===== src/rtl/cnn_job_scheduler_pkg.sv =====
// Shared npu package: scheduler FSM state encoding and default watchdog limit.
package cnn_job_scheduler_pkg;

    localparam logic [2:0] ST_IDLE   = 3'd0;
    localparam logic [2:0] ST_LAUNCH = 3'd1;
    localparam logic [2:0] ST_RUN    = 3'd2;
    localparam logic [2:0] ST_DONE   = 3'd3;
    localparam logic [2:0] ST_FLUSH  = 3'd4;

    localparam int DEFAULT_TIMEOUT_CYCLES = 4096;
    localparam int WATCHDOG_W             = 32;

endpackage


===== src/rtl/cnn_job_scheduler_rr_arbiter.sv =====
// Round-robin winner selection: the search starts one past the previous grant.
module rr_arbiter
    import cnn_job_scheduler_pkg::*;
#(
    parameter int NUM_REQ = 4,
    parameter int IDX_W   = (NUM_REQ > 1) ? $clog2(NUM_REQ) : 1
) (
    input  logic [NUM_REQ-1:0] req,
    input  logic [IDX_W-1:0]   last_grant,
    output logic               any,
    output logic [IDX_W-1:0]   winner_idx
);

    logic [IDX_W-1:0] cand;

    // Walk the candidates from farthest to nearest so the nearest requester overwrites.
    always_comb begin
        any        = |req;
        winner_idx = '0;
        cand       = '0;
        for (int off = NUM_REQ; off >= 1; off--) begin
            cand = IDX_W'((int'(last_grant) + off) % NUM_REQ);
            if (req[cand]) begin
                winner_idx = cand;
            end
        end
    end

endmodule


===== src/rtl/cnn_job_scheduler.sv =====
// Shares one CNN engine among NUM_REQ requesters with round-robin arbitration
// and a per-job watchdog that aborts and flushes a stuck engine.
module cnn_job_scheduler
    import cnn_job_scheduler_pkg::*;
#(
    parameter int NUM_REQ        = 4,
    parameter int TIMEOUT_CYCLES = DEFAULT_TIMEOUT_CYCLES,
    parameter int IDX_W          = (NUM_REQ > 1) ? $clog2(NUM_REQ) : 1
) (
    input  logic                 clk,
    input  logic                 rst,
    input  logic [NUM_REQ-1:0]   req_valid,
    input  logic [NUM_REQ-1:0]   req_pool_type,
    input  logic [2*NUM_REQ-1:0] req_act_type,
    output logic [NUM_REQ-1:0]   req_ready,
    output logic [IDX_W-1:0]     grant_idx,
    output logic                 busy,
    output logic                 eng_start,
    output logic                 eng_pool_type,
    output logic [1:0]           eng_act_type,
    output logic                 eng_flush,
    input  logic                 eng_input_taken,
    input  logic                 eng_valid_out,
    output logic [NUM_REQ-1:0]   resp_valid,
    output logic                 resp_timeout
);

    logic [2:0]            state;
    logic [2:0]            state_next;
    logic [IDX_W-1:0]      last_grant;
    logic [WATCHDOG_W-1:0] watchdog;
    logic                  arb_any;
    logic [IDX_W-1:0]      arb_winner;
    logic                  wd_expired;

    rr_arbiter #(
        .NUM_REQ (NUM_REQ),
        .IDX_W   (IDX_W)
    ) u_arb (
        .req        (req_valid),
        .last_grant (last_grant),
        .any        (arb_any),
        .winner_idx (arb_winner)
    );

    assign wd_expired = (watchdog == WATCHDOG_W'(TIMEOUT_CYCLES - 1));

    // Next-state logic; a completion in the expiry cycle takes priority over the flush.
    always_comb begin
        state_next = state;
        case (state)
            ST_IDLE: begin
                if (arb_any) state_next = ST_LAUNCH;
            end
            ST_LAUNCH: begin
                if (eng_input_taken && eng_valid_out) state_next = ST_DONE;
                else if (wd_expired)                  state_next = ST_FLUSH;
                else if (eng_input_taken)             state_next = ST_RUN;
            end
            ST_RUN: begin
                if (eng_valid_out)   state_next = ST_DONE;
                else if (wd_expired) state_next = ST_FLUSH;
            end
            ST_DONE:  state_next = ST_IDLE;
            ST_FLUSH: state_next = ST_IDLE;
            default:  state_next = ST_IDLE;
        endcase
    end

    // State, watchdog and job configuration; configuration is captured only at acceptance.
    always_ff @(posedge clk) begin
        if (rst) begin
            state         <= ST_IDLE;
            last_grant    <= IDX_W'(NUM_REQ - 1);
            watchdog      <= '0;
            grant_idx     <= '0;
            eng_pool_type <= 1'b0;
            eng_act_type  <= 2'b00;
            req_ready     <= '0;
        end else begin
            state     <= state_next;
            req_ready <= '0;
            if (state == ST_IDLE && arb_any) begin
                grant_idx     <= arb_winner;
                last_grant    <= arb_winner;
                eng_pool_type <= req_pool_type[arb_winner];
                eng_act_type  <= req_act_type[{arb_winner, 1'b0} +: 2];
                watchdog      <= '0;
                req_ready     <= NUM_REQ'(1) << arb_winner;
            end else if (state == ST_LAUNCH || state == ST_RUN) begin
                watchdog <= watchdog + 1'b1;
            end
        end
    end

    assign busy         = (state != ST_IDLE);
    assign eng_start    = (state == ST_LAUNCH);
    assign eng_flush    = (state == ST_FLUSH);
    assign resp_timeout = (state == ST_FLUSH);
    assign resp_valid   = (state == ST_DONE || state == ST_FLUSH) ?
                          (NUM_REQ'(1) << grant_idx) : '0;

endmodule


===== config.mk =====
export PLATFORM = sky130hd
export DESIGN_NAME = cnn_job_scheduler
export DESIGN_NICKNAME = d
export VERILOG_FILES = /design/src/rtl/cnn_job_scheduler_pkg.sv /design/src/rtl/cnn_job_scheduler_rr_arbiter.sv /design/src/rtl/cnn_job_scheduler.sv
export SDC_FILE = /design/constraint.sdc
export NUM_CORES = 1
export LEC_CHECK = 0
export BUFFER_PORTS_ARGS = -buffer_cell sky130_fd_sc_hd__buf_2
export CORE_MARGIN = 2
export CORE_UTILIZATION = 49
export DETAILED_ROUTE_END_ITERATION = 6
export GPL_TIMING_DRIVEN = 0
export PLACE_DENSITY = 0.67
export SYNTH_ARGS = -nofsm -noshare
export SYNTH_HDL_FRONTEND = slang
export SYNTH_SLANG_ARGS = --single-unit

===== constraint.sdc =====
create_clock -name clk -period 4.6 [get_ports clk]
set_input_delay 0.69 -clock clk [delete_from_list [all_inputs] [get_ports clk]]
set_output_delay 0.69 -clock clk [all_outputs]
set_load 0.005 [all_outputs]

==> results.sh, run 1 <==
export IMPL_portBuffers=36
export IMPL_ys_warn_count=0
export IMPL_timing_fmax_ghz=0.413
export IMPL_antenna_found_initial=0
export IMPL_reg2reg_from="state[0]$_SDFFE_PP0P_"
export IMPL_rsz0062_at_grt="false"
export IMPL_cp_arrival_ns=1.73
export IMPL_drv_slew=0
export IMPL_peakVddDrop_v=0.000238
export IMPL_status="finished, final reports clean"
export IMPL_clockBufferDepth=2
export IMPL_path_class="register to output pin"
export IMPL_synth_seq_area_share_pct=39.7
export IMPL_syn_inst=283
export IMPL_use_met2_pct=32.2
export IMPL_hold_start="eng_pool_type$_SDFFE_PP0P_"
export IMPL_tightest_slew_ns=0.931
export IMPL_gr_usage_met3_pct=4.01
export IMPL_drtPass1Iterations=4
export IMPL_gr_usage_met1_pct=26.9
export IMPL_syn_cell_area_sq_um=2320
export IMPL_period_share_pct=52.6
export IMPL_crit_chain="clkbuf_1, nor3_1, a21oi_1, and3b_1, buf_2"
export IMPL_syn_nets=304
export IMPL_cts_tree="yes"
export IMPL_worstSetupEndpointType="output pin"
export IMPL_drc_errors=0
export IMPL_grt_pass1_wl_um=8340
export IMPL_critical_path_required_ns=3.91
export IMPL_core_area_sq_um=4630
export IMPL_synthSimpleGateAreaFrac_pct=33.1
export IMPL_timing_setup_tns_ns=0
export IMPL_finalSetupViolations=0
export IMPL_post_cts_setup_buffers=0
export IMPL_grt_max_degree=15
export IMPL_layout_drive_gt1_share_pct=15.0
export IMPL_die_area_sq_um=5290
export IMPL_crit_fanout=10
export IMPL_rows=25
export IMPL_max_cap_viol_count=0
export IMPL_cellPowerDensity_nw_per_um2=416
export IMPL_clk_latency_ns=0.29
export IMPL_gr_max_usage_layer="met2"
export IMPL_hold_class="register to register"
export IMPL_start_util_pct=50.1
export IMPL_die_h_um=72.8
export IMPL_p_leak_uw=0.000962
export IMPL_cts_hold_buf=0
export IMPL_critPathLaunchType="register"
export IMPL_nets=347
export IMPL_via_count=2156
export IMPL_synthAdderAreaFrac_pct=0.540
export IMPL_num_io_pins=37
export IMPL_ant_nets=0
export IMPL_finalHoldViolCount=0
export IMPL_fin_area_sq_um=2660
export IMPL_synth_seq_cells=46
export IMPL_cts_sinks=46
export IMPL_crit_family="buffers and inverters"
export IMPL_gp_congestion=0.835
export IMPL_fillerInstances=457
export IMPL_relSlewSlack_pct=38.0
export IMPL_syn_to_final_growth_pct=14.8
export IMPL_cp_num_buf_inv=2
export IMPL_final_core_util_pct=57.5
export IMPL_slowest_stage="dfxtp_1"
export IMPL_fin_worst_skew_ns=0.00494
export IMPL_cts_buffers=5
export IMPL_cts_resized=0
export IMPL_synth_compound_area_share_pct=11.0
export IMPL_synth_xor_area_share_pct=9.83
export IMPL_dpl_instance_area_sq_um=2560
export IMPL_synth_mux_area_fraction_pct=3.08
export IMPL_min_period_ns=2.42
export IMPL_dr_first_iter_drc_count=96
export IMPL_hpwlAfterDp_um=3680
export IMPL_cpPeakStageDelay_ns=0.37
export IMPL_antenna_cells=0
export IMPL_cts_root_buffer="clkbuf_8"
export IMPL_chipWidth_um=72.8
export IMPL_crit_start="state[1]$_SDFFE_PP0P_"
export IMPL_wl_per_cell_um=13.1
export IMPL_groute_usage_overall_pct=19.6
export IMPL_synth_cell_types=42
export IMPL_grt_remaining_overflow=0
export IMPL_cts_htree_levels=2
export IMPL_avgSynthCellArea_sq_um=8.19
export IMPL_grt_pass1_vias=1854
export IMPL_wirelength_um=4980
export IMPL_clkTransAtPathRegs_ns=0.09
export IMPL_viasPerCell=5.66
export IMPL_synth_top_family_by_area="simple AND/OR/NAND/NOR gates"
## cell type report
type,count,area (sq um),area share (%)
Timing Repair Buffer,36,180,6.77
Sequential cell,46,921,34.6
Multi-Input combinational cell,221,1330,50.1
Clock buffer,6,82.6,3.10
Clock inverter,2,12.5,0.470
Buffer,10,41.3,1.55
Inverter,6,22.5,0.847
Tap cell,54,67.6,2.54
## flip-flops by register name, summed over array words and instances, names as in the netlist
register       count
last_grant         2
eng_pool_type      1
req_ready          4
eng_act_type       2
grant_idx          2
state              3
watchdog          32
## cell usage in the layout, fill, tap and decap left out, types with 2 or more instances in the layout
| master | n |
|---|---|
| and4_1 | 4 |
| nand4_1 | 8 |
| nand2_1 | 27 |
| xnor2_1 | 19 |
| mux2i_1 | 6 |
| dfxtp_1 | 46 |
| nor2b_1 | 5 |
| o31ai_1 | 4 |
| a221o_1 | 2 |
| nor4_1 | 15 |
| xor2_1 | 7 |
| a21oi_1 | 14 |
| a31oi_1 | 2 |
| and2_1 | 2 |
| nor2_1 | 32 |
| and3b_1 | 2 |
| buf_2 | 36 |
| inv_1 | 6 |
| nand2b_1 | 3 |
| o21ai_0 | 10 |
| clkbuf_1 | 9 |
| and3_1 | 3 |
| nor3_1 | 10 |
| nor3b_1 | 3 |
| or4_1 | 5 |
| clkbuf_8 | 6 |
| or3_1 | 7 |
| nand3_1 | 16 |
## worst min-delay path, delay by kind of cell, from the launching register on
kind               cells  cell delay [ns]
AOI/OAI and AO/OA      1             0.07
DFF                    1             0.32
and+or+nand+nor        1             0.05
## per-stage QoR
stage	total power, uW	setup slack [ns]	std cells	hold WS [ns]
3_5_place_dp	862	2.17	373	0.472
6_report	1110	2.18	381	0.489
3_3_place_gp	857	2.19	373	0.468
5_1_grt	1190	2.02	381	0.534
4_1_cts	1120	2.15	381	0.492
2_1_floorplan	750	2.38	283	0.452
## per-layer routing
layer,up-vias,routed length [um]
li1,1102,-
met1,1014,2410
met2,38,2360
met3,2,185
met4,0,21
met5,-,0
## Yosys cell counts
cell / instances / share of area, %
mux2i_1: 6 / 2.6
o21ba_2: 1 / 0.43
a31oi_1: 2 / 0.54
nor2b_1: 5 / 1.3
a211o_1: 1 / 0.38
nand4_1: 8 / 2.2
or3_1: 7 / 1.9
xor2_1: 7 / 2.6
mux2_2: 1 / 0.49
a21o_1: 1 / 0.32
o211ai_1: 1 / 0.32
o31ai_1: 4 / 1.3
xnor2_1: 19 / 7.2
and3_1: 3 / 0.81
o21ai_0: 10 / 2.2
buf_4: 1 / 0.32
dfxtp_1: 46 / 40
and4_1: 4 / 1.5
a211oi_1: 1 / 0.32
a221o_1: 2 / 0.86
nand2b_1: 3 / 0.81
o31a_1: 1 / 0.38
or4_4: 1 / 0.49
nor2_1: 32 / 5.2
o21bai_1: 1 / 0.32
nor3b_1: 3 / 0.97
nand4b_1: 1 / 0.38
or2_2: 1 / 0.27
clkbuf_1: 9 / 1.5
and2_1: 2 / 0.54
nor3_1: 10 / 2.2
nor4_1: 15 / 4.0
o21a_1: 1 / 0.32
nand3b_1: 1 / 0.32
nand2_1: 27 / 4.4
nand3_1: 16 / 3.5
o22ai_1: 1 / 0.27
and3b_1: 2 / 0.76
ha_1: 1 / 0.54
or4_1: 5 / 1.6
a21oi_1: 14 / 3.0
inv_1: 6 / 0.97
## power by group
group          total, uW  internal (uW)  switching [uW]
Clock                256            121             135
Combinational        363            154             209
Sequential           488            448            40.1
Total               1110            722             385
## logic make-up after synthesis
kind of cell,count (synthesis)
simple gates,146
flops,46
compound gates,41
xor+xnor,26
buf+inv,16
mux,7
fa+ha+maj,1
## path summary, 6_finish.rpt
| kind | to | slack (ns) | cells after the start |
|---|---|---|---|
| max reg2reg | watchdog[31]$_SDFFE_PP0P_ | 2.19 | 6 |
| max | resp_valid[3] | 2.18 | 5 |
| min | eng_pool_type$_SDFFE_PP0P_ | 0.49 | 2 |
| min reg2reg | eng_pool_type$_SDFFE_PP0P_ | 0.49 | 2 |
Note: power is estimated with default switching activity, not from simulation.
==> inputs of run 2 (changes only) <==
==> constraint.sdc (replaced) <==
create_clock -name clk -period 2.25 [get_ports clk]
set_input_delay 0.3375 -clock clk [delete_from_list [all_inputs] [get_ports clk]]
set_output_delay 0.3375 -clock clk [all_outputs]
set_load 0.005 [all_outputs]
==> results.sh, run 2 (synthesized netlist as in run 1, its figures left out) <==
export IMPL_grt_pass1_vias=1871
export IMPL_die_h_um=72.8
export IMPL_grt_max_degree=15
export IMPL_period_share_pct=97.9
export IMPL_syn_to_final_growth_pct=18.7
export IMPL_cts_root_buffer="clkbuf_8"
export IMPL_critPathLaunchType="register"
export IMPL_final_common_cell="dfxtp_1"
export IMPL_ant_nets=0
export IMPL_timing_fmax_ghz=0.454
export IMPL_layout_drive_gt1_share_pct=21.2
export IMPL_viasPerCell=5.67
export IMPL_max_cap_viol_count=0
export IMPL_p_leak_uw=0.000990
export IMPL_wl_met3_um=192
export IMPL_largestRegisters="watchdog (32), req_ready (4), state (3)"
export IMPL_antenna_cells=0
export IMPL_antenna_found_initial=0
export IMPL_worstSetupEndpointType="register"
export IMPL_wirelength_um=5120
export IMPL_largest_reg_flops=32
export IMPL_timing_setup_tns_ns=0
export IMPL_cp_arrival_ns=2.43
export IMPL_hold_slack_ns=0.264
export IMPL_cts_sinks=46
export IMPL_met2_length_um=2470
export IMPL_regMostFlops="watchdog"
export IMPL_finalHoldViolCount=0
export IMPL_peakVddDrop_v=0.000439
export IMPL_gp_congestion=0.835
export IMPL_die_area_sq_um=5290
export IMPL_reg2reg_depth=5
export IMPL_reg2reg_to="watchdog[31]$_SDFFE_PP0P_"
export IMPL_crit_end="watchdog[31]$_SDFFE_PP0P_"
export IMPL_reg2reg_from="state[0]$_SDFFE_PP0P_"
export IMPL_tightest_slew_ns=0.579
export IMPL_drc_errors=0
export IMPL_start_util_pct=50.1
export IMPL_groute_usage_overall_pct=19.7
export IMPL_via_count=2178
export IMPL_crit_start="state[0]$_SDFFE_PP0P_"
export IMPL_critical_path_required_ns=2.47
export IMPL_grt_remaining_overflow=0
export IMPL_dp_cells=373
export IMPL_clockBufferDepth=2
export IMPL_final_cell_mix="dfxtp_1, buf_2, nor2_1, nand2_1, xnor2_1"
export IMPL_status="finished, final reports clean"
export IMPL_core_area_sq_um=4630
export IMPL_route_layer_met1_wl_um=2440
export IMPL_stdcell_count=384
export IMPL_rsz0062_at_grt="true"
export IMPL_wl_per_cell_um=13.3
export IMPL_cts_buffers=5
export IMPL_path_class="register to register"
export IMPL_fin_worst_skew_ns=0.00384
export IMPL_clk_latency_ns=0.29
export IMPL_clkTransAtPathRegs_ns=0.09
export IMPL_crit_fanout=8
export IMPL_nets=350
export IMPL_rows=25
export IMPL_drtPass1Iterations=4
export IMPL_relSlewSlack_pct=61.1
export IMPL_highest_layer="met4"
export IMPL_cellPowerDensity_nw_per_um2=831
export IMPL_hold_class="input port to register"
export IMPL_portBuffers=36
export IMPL_num_io_pins=37
export IMPL_drv_slew=0
export IMPL_chipWidth_um=72.8
export IMPL_hpwlAfterDp_um=3680
export IMPL_finalSetupViolations=0
export IMPL_cts_hold_buf=0
export IMPL_cts_htree_levels=2
export IMPL_dr_first_iter_drc_count=99
export IMPL_hold_start="req_act_type[4]"
export IMPL_cts_tree="yes"
export IMPL_grt_pass1_wl_um=8380
export IMPL_final_core_util_pct=59.4
export IMPL_r2r_slack_ns=0.05
export IMPL_total_power_uw=2280
export IMPL_min_period_ns=2.20
-- run 2: where the power goes --
group,leakage [uW],total (uW),internal (uW),switching (uW)
Sequential,0.000375,1000,917,86.5
Clock,0.0000472,521,247,274
Combinational,0.000567,760,327,432
Total,0.000990,2280,1490,793
-- run 2: how the worst min path moves through the flow --
stage	to	slack, ns	depth (start not counted)
floorplan	state[2]$_SDFFE_PP0P_	0.41	1
global placement	eng_pool_type$_SDFFE_PP0P_	0.47	2
detailed placement	eng_pool_type$_SDFFE_PP0P_	0.47	2
CTS	eng_act_type[0]$_SDFFE_PP0P_	0.26	2
global route	eng_act_type[1]$_SDFFE_PP0P_	0.27	2
finish	eng_act_type[0]$_SDFFE_PP0P_	0.26	2
-- run 2: layout make-up --
cell class                 count  area (sq um)
clock inverter                 2          12.5
timing repair buffer          40           210
inverter                       6          22.5
clock buffer                   6          82.6
multi-input combinational    221          1390
fill                         441          1880
sequential                    46           927
buffer                         9          38.8
tap                           54          67.6
-- run 2: critical path, cell delays in order, from the launching register on --
cell and delay [ns]:
dfxtp_1 0.36, xnor2_2 0.20, or4_4 0.53, or3_4 0.43
or4_1 0.48, a21oi_1 0.14
-- run 2: per-layer routing --
layer | GRT usage (%) | up-vias
met2 | 32.5 | 41
met5 | 0 | -
met1 | 27.0 | 1024
met4 | 3.70 | 0
li1 | - | 1111
met3 | 4.01 | 2
-- run 2: per-stage QoR --
step / setup slack, ns / cell area (sq um)
3_5_place_dp: -0.170 / 2560
4_1_cts: 0.00301 / 2670
3_3_place_gp: -0.153 / 2560
6_report: 0.0464 / 2750
2_1_floorplan: 0.0340 / 2320
5_1_grt: -0.0567 / 2750
-- run 2: repair_timing --
action | CTS | global route
setup buffers | 0 | 4
gates cloned | 0 | 0
pin swaps | 1 | 2
endpoints found under the setup margin | 4 | 10
resized for setup | 3 | 15
